**src/rtl/timer_pkg.sv**
```systemverilog
// Shared types and constants for the APB timer: FSM state encoding, the default
// divisor clamp and the register map offsets.
package timer_pkg;

  typedef enum logic [1:0] {
    IDLE = 2'd0,
    RUN  = 2'd1,
    HALT = 2'd2
  } timer_state_e;

  localparam int DIV_MAX = 8;

  localparam logic [7:0] TCR   = 8'h00;
  localparam logic [7:0] TDR0  = 8'h04;
  localparam logic [7:0] TDR1  = 8'h08;
  localparam logic [7:0] TCMP0 = 8'h0C;
  localparam logic [7:0] TCMP1 = 8'h10;
  localparam logic [7:0] TIER  = 8'h14;
  localparam logic [7:0] TISR  = 8'h18;
  localparam logic [7:0] THCSR = 8'h1C;

endpackage

```
**src/rtl/timer_prescaler.sv**
```systemverilog
// Prescaler for the timer counter: divides the RUN cycles by 2^N and emits a
// one-cycle tick at the end of each period. Phase is frozen while held.
module timer_prescaler #(
  parameter int DIV_W   = 4,
  parameter int DIV_MAX = timer_pkg::DIV_MAX,
  parameter int PDIV_W  = 8
) (
  input  logic             clk,
  input  logic             rst_n,
  input  logic             run,
  input  logic             hold,
  input  logic             div_en,
  input  logic [DIV_W-1:0] div_val,
  output logic             tick
);
  import timer_pkg::*;

  logic [PDIV_W-1:0] div_cnt;
  logic [PDIV_W-1:0] div_mask;
  logic [PDIV_W:0]   div_span;
  logic [DIV_W-1:0]  n_eff;
  logic              div_en_q;
  logic [DIV_W-1:0]  div_val_q;
  logic              cfg_changed;

  always_comb begin
    // NOTE: every always_comb output gets a default first so no path can infer a latch.
    n_eff = '0;
    if (div_en) begin
      n_eff = (div_val > DIV_W'(DIV_MAX)) ? DIV_W'(DIV_MAX) : div_val;
    end
  end

  // The extra span bit lets N == PDIV_W produce an all-ones mask.
  assign div_span    = (PDIV_W+1)'(1) << n_eff;
  assign div_mask    = PDIV_W'(div_span - (PDIV_W+1)'(1));
  assign cfg_changed = (div_en != div_en_q) || (div_val != div_val_q);
  assign tick        = run && (div_cnt == div_mask);

  // NOTE: sequential state uses non-blocking assignments so all flops update together.
  always_ff @(posedge clk or negedge rst_n) begin
    if (!rst_n) begin
      div_cnt   <= '0;
      div_en_q  <= 1'b0;
      div_val_q <= '0;
    end else begin
      div_en_q  <= div_en;
      div_val_q <= div_val;
      if (cfg_changed) begin
        div_cnt <= '0;
      end else if (run) begin
        div_cnt <= tick ? '0 : div_cnt + PDIV_W'(1);
      end else if (!hold) begin
        div_cnt <= '0;
      end
    end
  end

endmodule

```
**src/rtl/timer_ctrl.sv**
```systemverilog
// Sequencing controller for the 64-bit timer counter: IDLE/RUN/HALT FSM,
// prescaled increment strobe, clear-on-disable pulse and compare interrupt.
module timer_ctrl #(
  parameter int DIV_W   = 4,
  parameter int DIV_MAX = timer_pkg::DIV_MAX,
  parameter int PDIV_W  = 8
) (
  input  logic             clk,
  input  logic             rst_n,
  input  logic             timer_en,
  input  logic             div_en,
  input  logic [DIV_W-1:0] div_val,
  input  logic             dbg_mode,
  input  logic             halt_req,
  input  logic             int_en,
  input  logic             int_st_clr,
  input  logic [63:0]      cnt,
  input  logic [63:0]      cmp,
  output logic             cnt_en,
  output logic             cnt_clr,
  output logic             halt_ack,
  output logic             int_st,
  output logic             tim_int
);
  import timer_pkg::*;

  timer_state_e state, state_next;
  logic         halt;
  logic         timer_en_q;
  logic         tick;

  assign halt = halt_req & dbg_mode;

  always_ff @(posedge clk or negedge rst_n) begin
    if (!rst_n) state <= IDLE;
    else        state <= state_next;
  end

  // Halt wins over every other transition.
  always_comb begin
    state_next = state;
    unique case (state)
      IDLE:    if (halt) state_next = HALT;
               else if (timer_en) state_next = RUN;
      RUN:     if (halt) state_next = HALT;
               else if (!timer_en) state_next = IDLE;
      HALT:    if (!halt) state_next = timer_en ? RUN : IDLE;
      default: state_next = IDLE;
    endcase
  end

  timer_prescaler #(
    .DIV_W   (DIV_W),
    .DIV_MAX (DIV_MAX),
    .PDIV_W  (PDIV_W)
  ) u_prescaler (
    .clk     (clk),
    .rst_n   (rst_n),
    .run     (state == RUN),
    .hold    (state == HALT),
    .div_en  (div_en),
    .div_val (div_val),
    .tick    (tick)
  );

  always_ff @(posedge clk or negedge rst_n) begin
    if (!rst_n) begin
      timer_en_q <= 1'b0;
      cnt_clr    <= 1'b0;
      int_st     <= 1'b0;
    end else begin
      timer_en_q <= timer_en;
      cnt_clr    <= timer_en_q & ~timer_en;
      int_st     <= (cnt == cmp) | (int_st & ~int_st_clr);
    end
  end

  assign cnt_en   = tick & ~cnt_clr;
  assign halt_ack = (state == HALT);
  assign tim_int  = int_st & int_en;

endmodule

```
**config.mk**
```make
export PLATFORM = sky130hd
export DESIGN_NAME = timer_ctrl
export DESIGN_NICKNAME = d
export VERILOG_FILES = /design/src/rtl/timer_pkg.sv /design/src/rtl/timer_prescaler.sv /design/src/rtl/timer_ctrl.sv
export SDC_FILE = /design/constraint.sdc
export NUM_CORES = 1
export LEC_CHECK = 0
export ABC_AREA = 1
export ABC_CLOCK_PERIOD_IN_PS = 6500
export CAP_MARGIN = 20
export CORE_MARGIN = 3
export CORE_UTILIZATION = 38
export DETAILED_ROUTE_END_ITERATION = 8
export PLACE_DENSITY_LB_ADDON = 0.25
export REMOVE_ABC_BUFFERS = 1
export SYNTH_ARGS = -nofsm -noshare
export SYNTH_HDL_FRONTEND = slang
export SYNTH_SLANG_ARGS = --single-unit
```
**constraint.sdc**
```tcl
create_clock -name clk -period 6.5 [get_ports clk]
set_input_delay 1.3 -clock clk [delete_from_list [all_inputs] [get_ports clk]]
set_output_delay 1.3 -clock clk [all_outputs]
set_load 0.02 [all_outputs]
```
Word level (Yosys, flattened, before mapping) --
Index checks and enable logic that the tools add are counted. Widths: inputs -> output; s select.
Word-level totals: register bits after elaboration 18, output and inout bits 5, input bits 140, logic and storage cells 47
Cells by class: equality and inequality tests 10, muxes and demuxes 13, bitwise logic cells 9, add/subtract/negate cells 2, $lt $le $gt $ge 1, shift-type cells 1, reduce and logical (&&, ||, !) cells 4
Operators with widths (number):
- $eq 64x64->1 | 1
- $mux 8 | 4
- $mux 2 | 5
- $add 8x1->8 const B | 1
- $eq 8x8->1 | 1
- $mux 4 | 2
- $shl 1x4->8 const A | 1
- $sub 8x1->8 const B | 1
- $ne 3x3->1 const B | 2
- $pmux 2 s3 | 1
- $and 1x1->1 | 5
- $gt 4x4->1 const B | 1
- $ne 4x4->1 | 1
- $ne 3x2->1 const B | 1
- $not 1->1 | 3
- $reduce_and 3->1 | 1
- $eq 2x1->1 const B | 1
- $eq 2x2->1 const B | 1
- $logic_not 2->1 | 1
- $ne 2x2->1 const B | 1
- $logic_and 1x1->1 | 1
- $logic_or 1x1->1 | 1
- $mux 1 | 1
- $ne 1x1->1 | 1
- $or 1x1->1 | 1

Logic depth before layout (Yosys ltp) --
Gate-level depths: netlist of run 1.
word-level depth 10, gate-level depth with buffers 18, depth with buffers taken out 17

Hierarchy --
Synthesis of run 1 repeated with hierarchy kept, for this count alone.
Second synthesis, totals: cells, all modules 493, area total of the unflattened synthesis 2462.4 sq um
Modules (own cells, without submodules):
- timer_ctrl | times used 1, sequential area each 125.1 sq um, area each 1455.1 sq um, cells each 344
- timer_prescaler | times used 1, sequential area each 325.3 sq um, area each 1007.2 sq um, cells each 149

Least setup slack after synthesis of run 1 --
No wires, ideal clock.
path kind input to output, start point in div_val[3], end point out cnt_en, arrival time 2979 ps, buffers on the path 1, data required time 5200 ps, stages 16, setup slack 2221 ps, cell sequence buf_6 -> inv_4 -> nand3_1 -> nand3b_1 -> ha_1 -> inv_1 -> nand2_1 -> nand2_1 -> nand2_1 -> nor2_1 -> nand2_1 -> nor2_1 -> nand2_1 -> nor2_4 -> nand3_4 -> nor3_2
On the way: word-level cells in the longest chain between the ends 8
RTL lines:
- from (decl) | line timer_ctrl.sv:12 | input logic [DIV_W-1:0] div_val,
- $gt 4x4->1 | line timer_prescaler.sv:30 | n_eff = (div_val > DIV_W'(DIV_MAX)) ? DIV_W'(DIV_MAX) : div_val;
- $mux 4 * | line timer_prescaler.sv:30
- $mux 4 * | line timer_prescaler.sv:29 | if (div_en) begin
- $shl 1x4->8 * | line timer_prescaler.sv:35 | assign div_span = (PDIV_W+1)'(1) << n_eff;
- $sub 8x1->8 * | line timer_prescaler.sv:36 | assign div_mask = PDIV_W'(div_span - (PDIV_W+1)'(1));
- $eq 8x8->1 * | line timer_prescaler.sv:38 | assign tick = run && (div_cnt == div_mask);
- $logic_and 1x1->1 * | line timer_prescaler.sv:38
- $and 1x1->1 * | line timer_ctrl.sv:78 | assign cnt_en = tick & ~cnt_clr;
- to (decl) | line timer_ctrl.sv:19 | output logic cnt_en,
Mark *: on every way between the ends. The rest lies on a longest branch, timed or not.

Worst setup path after layout of run 1 --
start point in div_en, end point out cnt_en
On the way: word-level cells in the longest chain between the ends 6
RTL lines:
- from (decl) | line timer_ctrl.sv:11 | input logic div_en,
- $mux 4 | line timer_prescaler.sv:29
- $shl 1x4->8 | line timer_prescaler.sv:35
- $sub 8x1->8 | line timer_prescaler.sv:36
- $eq 8x8->1 | line timer_prescaler.sv:38
- $logic_and 1x1->1 | line timer_prescaler.sv:38
- $and 1x1->1 | line timer_ctrl.sv:78
Every way passes these cells.

==> flow_summary.rst, run 1 <==
.. list-table::
   :header-rows: 1

   * - Metric
     - Value
   * - Cell-by-cell listing of the critical path
     - clkdlybuf4s50_1, nand3_1, nand3b_1, ha_1, inv_1, nand2_1, nand2_1, nand2_1, nor2_1, nand2_1, nor2_1, nand2_1, nor2_4, nand3_4, nor3_2, clkdlybuf4s50_1
   * - Count of flip-flops with a built-in enable after synthesis
     - 0
   * - TritonCTS buffer count
     - 3
   * - Yosys top cell by area
     - xnor2_1
   * - Number of global-route vias before repair
     - 2450
   * - Wire length of the first global-routing pass
     - 10580 µm
   * - Core Rows
     - 26
   * - Worst Path Max Fanout
     - 10
   * - Overall power of the completed layout
     - 381.4 µW
   * - Final design instance area without fill
     - 3610 µm²
   * - Placed Instance Area
     - 3555 µm²
   * - Unrepaired setup endpoints after global routing
     - no
   * - Insertion delay of the later-clocked pin in the worst-skew pair
     - 0.26 ns
   * - Achievable Freq
     - 173.6 MHz
   * - Run status
     - complete, no violations
   * - Fraction of registers with async set/reset
     - 100.0%
   * - Total number of H-tree levels
     - 1
   * - Average vias per placed instance
     - 4.651
   * - Biggest area contributors in the synthesized netlist
     - xnor2_1 (22%), dfrtp_1 (22%), nand2_1 (11%)
   * - Initial antenna violation count
     - 0
   * - Worst setup slack for register-to-register paths
     - 4.88 ns
   * - Primary flip-flop cell chosen by synthesis mapping
     - dfrtp_1
   * - Net count, final
     - 578
   * - Total die area
     - 6307 µm²
   * - Worst reg2reg path endpoint
     - u_prescaler.div_cnt[1]
   * - Post-CTS resize count
     - 0
   * - CTS clk-pin slew, worst paths
     - 0.07 ns
   * - Overall die height
     - 79.42 µm
   * - Core outline area
     - 5172 µm²
   * - Setup violations, final
     - 0
   * - Warning count from the yosys run
     - 0
   * - Crit Path Category
     - in2out
   * - Post-synthesis to final-layout area growth
     - 76.24%
   * - Number of standard cells after synthesis
     - 289
   * - Layout cell share with drive strength beyond 1
     - 8.046%
   * - Fraction of the cycle the final worst path needs
     - 88.63%
   * - Fill cell count
     - 425
   * - Count of buffers from port buffering
     - 144
   * - Die extent in x
     - 79.42 µm
   * - Count of max-cap constraint violations
     - 0
   * - Worst slew pin tran
     - 0.8105 ns
   * - Number of DRC violations after detailed routing
     - 0
   * - Required time of the critical path
     - 5.20 ns
   * - Sequential area share after synthesis
     - 21.99%
   * - Endpoint arrival time on the critical path
     - 4.46 ns
   * - Clock period minus final worst setup slack
     - 5.761 ns
   * - Count of pins on the block boundary
     - 145
   * - Vias after detailed routing
     - 2349
   * - Final slew viol count
     - 0
   * - Post-synthesis area per instance
     - 7.087 µm²
   * - Power density cells
     - 105.7 nW/µm²
   * - Root buf cell
     - clkbuf_8
   * - Top cells by count, synth
     - nand2_1 (61), xnor2_1 (52), inv_1 (37), nor2_1 (27), nand3_1 (21)
   * - Total congestion overflow after global routing
     - 0
   * - Wire length reported by the detailed router
     - 6550 µm
   * - Most frequently used cell type in the post-synthesis netlist
     - nand2_1
   * - Num Clock Sinks
     - 18
   * - Number of diodes
     - 0
   * - Setup Total Neg Slack
     - 0 ns
   * - Routed Antenna Nets
     - 0
   * - Leak pwr
     - 0.001544 µW
   * - Mapped Area
     - 2048 µm²
   * - WL/cell
     - 12.97 µm
   * - Endpoint of the most critical setup path
     - cnt_en
   * - Delay contributed by the slowest stage of the critical path
     - 0.77 ns
   * - Worst-case clock buffer depth
     - 2
   * - Post-CTS Setup Repair Bufs
     - 0
   * - Maximum resistive drop on vdd
     - 0.06874 mV
   * - Starting Density
     - 39.60%
   * - Total iterations of the first detailed-routing run
     - 4
   * - Share of Yosys cell area claimed by the top area cell type
     - 22.24%
   * - DRC marker count from the first detailed-route iteration
     - 81
   * - Global router's overall resource usage
     - 21.24%
   * - Critical-path top delay cell
     - clkdlybuf4s50_1
   * - Critical path capture point type
     - primary output
   * - Pin count of the biggest net entering global routing
     - 19
   * - Most frequent CP cell
     - nand2_1
   * - Worst max-slew margin expressed relative to the limit
     - 45.80%
   * - Setup skew after layout
     - 0.007950 ns
   * - TritonCTS clock tree
     - built
   * - Final-report hold violation count
     - 0
   * - Final GP Congestion
     - 0.8362
   * - Hold Crit Class
     - reg2reg
   * - Yosys cell types
     - 28
   * - Timing startpoint of the critical path
     - div_en
   * - Synth Register Bits
     - 18
   * - Crit Reg-Reg Startpoint
     - u_prescaler.div_cnt[1]
   * - Worst Setup Start Kind
     - primary input
   * - Number of hold buffers added after CTS
     - 0
   * - Placed wire-length estimate after detailed placement
     - 5790 µm
   * - Depth of the most critical reg-to-reg path
     - 12
==> final cells by class <==
cell class	count	area [µm²]	area share [%]
Tap cell	70	87.58	2.426
Timing Repair Buffer	144	1441	39.93
Sequential cell	18	450.4	12.48
Multi-Input combinational cell	227	1415	39.20
Clock buffer	4	55.05	1.525
Inverter	42	160.2	4.437
==> state kept, by name, indices dropped and copies added (netlist names) <==
name                   count
u_prescaler.div_en_q       1
u_prescaler.div_cnt        8
cnt_clr                    1
u_prescaler.div_val_q      4
timer_en_q                 1
int_st                     1
state                      2
==> per-stage QoR <==
step	setup slack (ns)	std cells	hold slack, ns	util, %
global route	0.5869	505	0.5106	69.79
CTS	0.7413	505	0.4738	69.79
detailed placement	0.8990	501	0.4563	68.72
finish	0.7392	505	0.4633	69.79
floorplan	2.356	287	0.4340	-
global placement	0.9829	501	0.4523	68.72
==> logic make-up after synthesis <==
kind of cell,after synthesis,share of synthesized area [%]
compound gates,9,3.176
simple gates,154,38.18
xor+xnor,62,26.51
fa+ha+maj,2,1.222
flops,18,21.99
buf+inv,44,8.918
==> power by group <==
group | switching [µW] | total (µW) | internal [µW]
Clock | 40.0 | 93.8 | 53.9
Combinational | 59.2 | 171 | 112
Sequential | 1.81 | 117 | 115
Total | 101 | 381 | 280
==> worst max-delay path: cells and delay by family <==
| family | cells | cell delay, ns |
|---|---|---|
| fa+ha+maj | 1 | 0.30 |
| simple gates | 12 | 1.39 |
| buf+inv | 3 | 1.48 |
==> metal layers <==
metal,global-route usage [%],wire [µm],vias to the layer above
met5,0,0,-
met1,20.72,2258,1030
li1,-,-,1202
met3,5.192,461,18
met2,43.35,3662,99
met4,5.842,168,0
==> worst min-delay path by stage <==
stage	cells after the start	end	from	slack, ns
after global placement	2	cnt_clr	timer_en_q	0.45
after floorplan	2	cnt_clr	timer_en_q	0.43
final	2	cnt_clr	timer_en_q	0.46
after detailed placement	2	cnt_clr	timer_en_q	0.46
after CTS	2	cnt_clr	timer_en_q	0.47
after global routing	2	cnt_clr	timer_en_q	0.51
==> cells in the final DEF, fill, tap and decap left out <==
cell / netlist / final
nor3_2: 3 / 3
nand3_4: 2 / 2
nand2_1: 61 / 61
nand2_4: 2 / 2
clkdlybuf4s50_1: 0 / 144
inv_4: 1 / 1
inv_1: 37 / 37
or2_2: 6 / 6
nand3_1: 21 / 21
ha_1: 2 / 2
nand2_2: 6 / 6
o211ai_1: 2 / 2
clkinv_1: 1 / 1
xor2_1: 10 / 10
nor3_1: 4 / 4
inv_2: 3 / 3
xnor2_1: 52 / 52
nand3b_1: 1 / 1
a21oi_1: 2 / 2
o2111ai_1: 3 / 3
nor2_4: 2 / 2
dfrtp_1: 18 / 18
o21ai_2: 1 / 1
nor2_2: 1 / 1
nand3_2: 4 / 4
clkbuf_8: 0 / 4
o21ai_0: 1 / 1
nand4_1: 14 / 14
nor2_1: 27 / 27
Power figures use the tool's default switching activity.
==> run 2, diff against run 1 <==
CTS_CLUSTER_DIAMETER = 120   (was unset)
REMOVE_ABC_BUFFERS = unset   (was 1)
==> run 2 against run 1 <==
Maximum frequency up 0.35%. Cell area unchanged. Critical path depth unchanged. Sequential share of layout area unchanged. Worst hold slack better by 0.012 ns. Clock-buffer cell count unchanged. Highest routed layer unchanged. Combinational power about the same. Register-to-register slack better by 0.07 ns. Clock power up 2.5%. Die area unchanged. Via count up 0.89%. First-iteration DRC count down 7.4%.
==> flow_summary.rst, run 2 (synthesized netlist as in run 1, its figures left out) <==
.. list-table::
   :header-rows: 1

   * - Metric
     - Value
   * - Total congestion overflow after global routing
     - 0
   * - Global router's overall resource usage
     - 22.02%
   * - Most frequent standard cell in the layout excluding fill and tap cells
     - clkdlybuf4s50_1
   * - DRC marker count from the first detailed-route iteration
     - 75
   * - Root buf cell
     - clkbuf_8
   * - Biggest register
     - u_prescaler.div_cnt
   * - Leak pwr
     - 0.001544 µW
   * - Vias after detailed routing
     - 2370
   * - Run status
     - complete, no violations
   * - Count of buffers from port buffering
     - 144
   * - Final GP Congestion
     - 0.8930
   * - Total number of H-tree levels
     - 1
   * - Total die area
     - 6307 µm²
   * - Final cell count without fillers
     - 505
   * - Final-report hold violation count
     - 0
   * - Worst-case clock buffer depth
     - 2
   * - Total iterations of the first detailed-routing run
     - 4
   * - Post-CTS resize count
     - 0
   * - Achievable Freq
     - 174.2 MHz
   * - TritonCTS clock tree
     - built
   * - Count of max-cap constraint violations
     - 0
   * - Design internal power
     - 280.6 µW
   * - Endpoint arrival time on the critical path
     - 4.44 ns
   * - Setup Total Neg Slack
     - 0 ns
   * - Number of hold buffers added after CTS
     - 0
   * - Worst Setup Start Kind
     - primary input
   * - Maximum resistive drop on vdd
     - 0.07501 mV
   * - Clock share of power
     - 25.0%
   * - Wire length reported by the detailed router
     - 6647 µm
   * - Setup skew after layout
     - 0.006732 ns
   * - Most frequent cells in the layout
     - clkdlybuf4s50_1 (144), nand2_1 (61), xnor2_1 (52)
   * - Fraction of the cycle the final worst path needs
     - 88.32%
   * - Hold Crit Class
     - reg2reg
   * - Count of pins on the block boundary
     - 145
   * - Net count after synthesis
     - 431
   * - Worst slew pin tran
     - 0.8385 ns
   * - Combinational power share
     - 44.5%
   * - WL/cell
     - 13.16 µm
   * - Worst max-slew margin expressed relative to the limit
     - 43.93%
   * - Placed Instance Area
     - 3555 µm²
   * - Required time of the critical path
     - 5.20 ns
   * - Critical path capture point type
     - primary output
   * - Crit Path Category
     - in2out
   * - Num Clock Sinks
     - 18
   * - Initial antenna violation count
     - 0
   * - Final design instance area without fill
     - 3610 µm²
   * - Wire length of the first global-routing pass
     - 10810 µm
   * - Starting Density
     - 39.60%
   * - Dpl cells
     - 501
   * - Net count, final
     - 578
   * - Switching fraction of total power
     - 26.90%
   * - Overall die height
     - 79.42 µm
   * - Insertion delay of the later-clocked pin in the worst-skew pair
     - 0.26 ns
   * - Number of DRC violations after detailed routing
     - 0
   * - Switching Power
     - 103.2 µW
   * - Layout cell share with drive strength beyond 1
     - 8.046%
   * - Unrepaired setup endpoints after global routing
     - no
   * - Core Rows
     - 26
   * - Placed wire-length estimate after detailed placement
     - 5897 µm
   * - Setup violations, final
     - 0
   * - Combined area of the multi-input logic cells
     - 1415 µm²
   * - Area taken by flip-flops and latches
     - 450.4 µm²
   * - Power density cells
     - 106.3 nW/µm²
   * - Worst Path Max Fanout
     - 10
   * - Post-CTS Setup Repair Bufs
     - 0
   * - Number of diodes
     - 0
   * - Part of the power in registers
     - 30.5%
   * - Average vias per placed instance
     - 4.693
   * - Flip-flop count of the largest register after layout
     - 8
   * - Core outline area
     - 5172 µm²
   * - Overall power of the completed layout
     - 383.8 µW
   * - Clock period minus final worst setup slack
     - 5.741 ns
   * - Post-synthesis to final-layout area growth
     - 76.24%
   * - TritonCTS buffer count
     - 3
   * - Die extent in x
     - 79.42 µm
   * - Number of global-route vias before repair
     - 2517
   * - Regs by FF count
     - u_prescaler.div_cnt (8), u_prescaler.div_val_q (4), state (2)
   * - Final slew viol count
     - 0
   * - Routed Antenna Nets
     - 0
   * - Fill cell count
     - 436
   * - CTS clk-pin slew, worst paths
     - 0.07 ns
   * - Pin count of the biggest net entering global routing
     - 19
==> run 2: power groups by stage <==
stage / clock network [µW] / registers [µW] / logic (µW)
floorplan: 0 / 119 / 68.0
global placement: 0 / 119 / 167
detailed placement: 0 / 119 / 171
CTS: 97.5 / 117 / 172
global route: 102 / 117 / 186
finish: 96.1 / 117 / 171
==> run 2: path summary, 6_finish.rpt <==
kind | end | startpoint | slack [ns] | cells past startpoint
max | cnt_en | div_en | 0.76 | 16
min | cnt_clr | timer_en_q | 0.47 | 2
max reg2reg | u_prescaler.div_cnt[1] | u_prescaler.div_cnt[1] | 4.95 | 12
min reg2reg | cnt_clr | timer_en_q | 0.47 | 2
max in group asynchronous | u_prescaler.div_cnt[3] | rst_n | 4.46 | 1
min in group asynchronous | u_prescaler.div_val_q[0] | rst_n | 1.51 | 1
==> run 2: stage by stage <==
stage | setup WS [ns] | utilization [%] | hold slack [ns]
CTS | 0.7912 | 69.79 | 0.4805
floorplan | 2.221 | - | 0.4340
finish | 0.7594 | 69.79 | 0.4749
detailed placement | 0.8618 | 68.72 | 0.4654
global route | 0.5908 | 69.79 | 0.5133
global placement | 0.9801 | 68.72 | 0.4456
==> run 2: area by class of cell <==
| class | count | area share [%] |
|---|---|---|
| clock buffer | 4 | 1.525 |
| inverter | 42 | 4.437 |
| multi-input combinational | 227 | 39.20 |
| sequential | 18 | 12.48 |
| tap | 70 | 2.426 |
| timing repair buffer | 144 | 39.93 |
==> run 2: layer usage <==
metal | up-vias | GRT usage [%] | part of all wire (%)
met5 | - | 0 | 0
met4 | 0 | 7.732 | 2.7
met3 | 16 | 5.982 | 7.6
met2 | 102 | 46.13 | 56
met1 | 1054 | 19.46 | 34
li1 | 1198 | - | -
==> run 2: critical path: stages <==
cell	delay, ns
clkdlybuf4s50_1	0.79
nand3_1	0.22
nand3b_1	0.21
ha_1	0.30
inv_1	0.06
nand2_1	0.04
nand2_1	0.06
nand2_1	0.04
nor2_1	0.09
nand2_1	0.07
nor2_1	0.14
nand2_1	0.10
nor2_4	0.11
nand3_4	0.13
nor3_2	0.14
clkdlybuf4s50_1	0.65
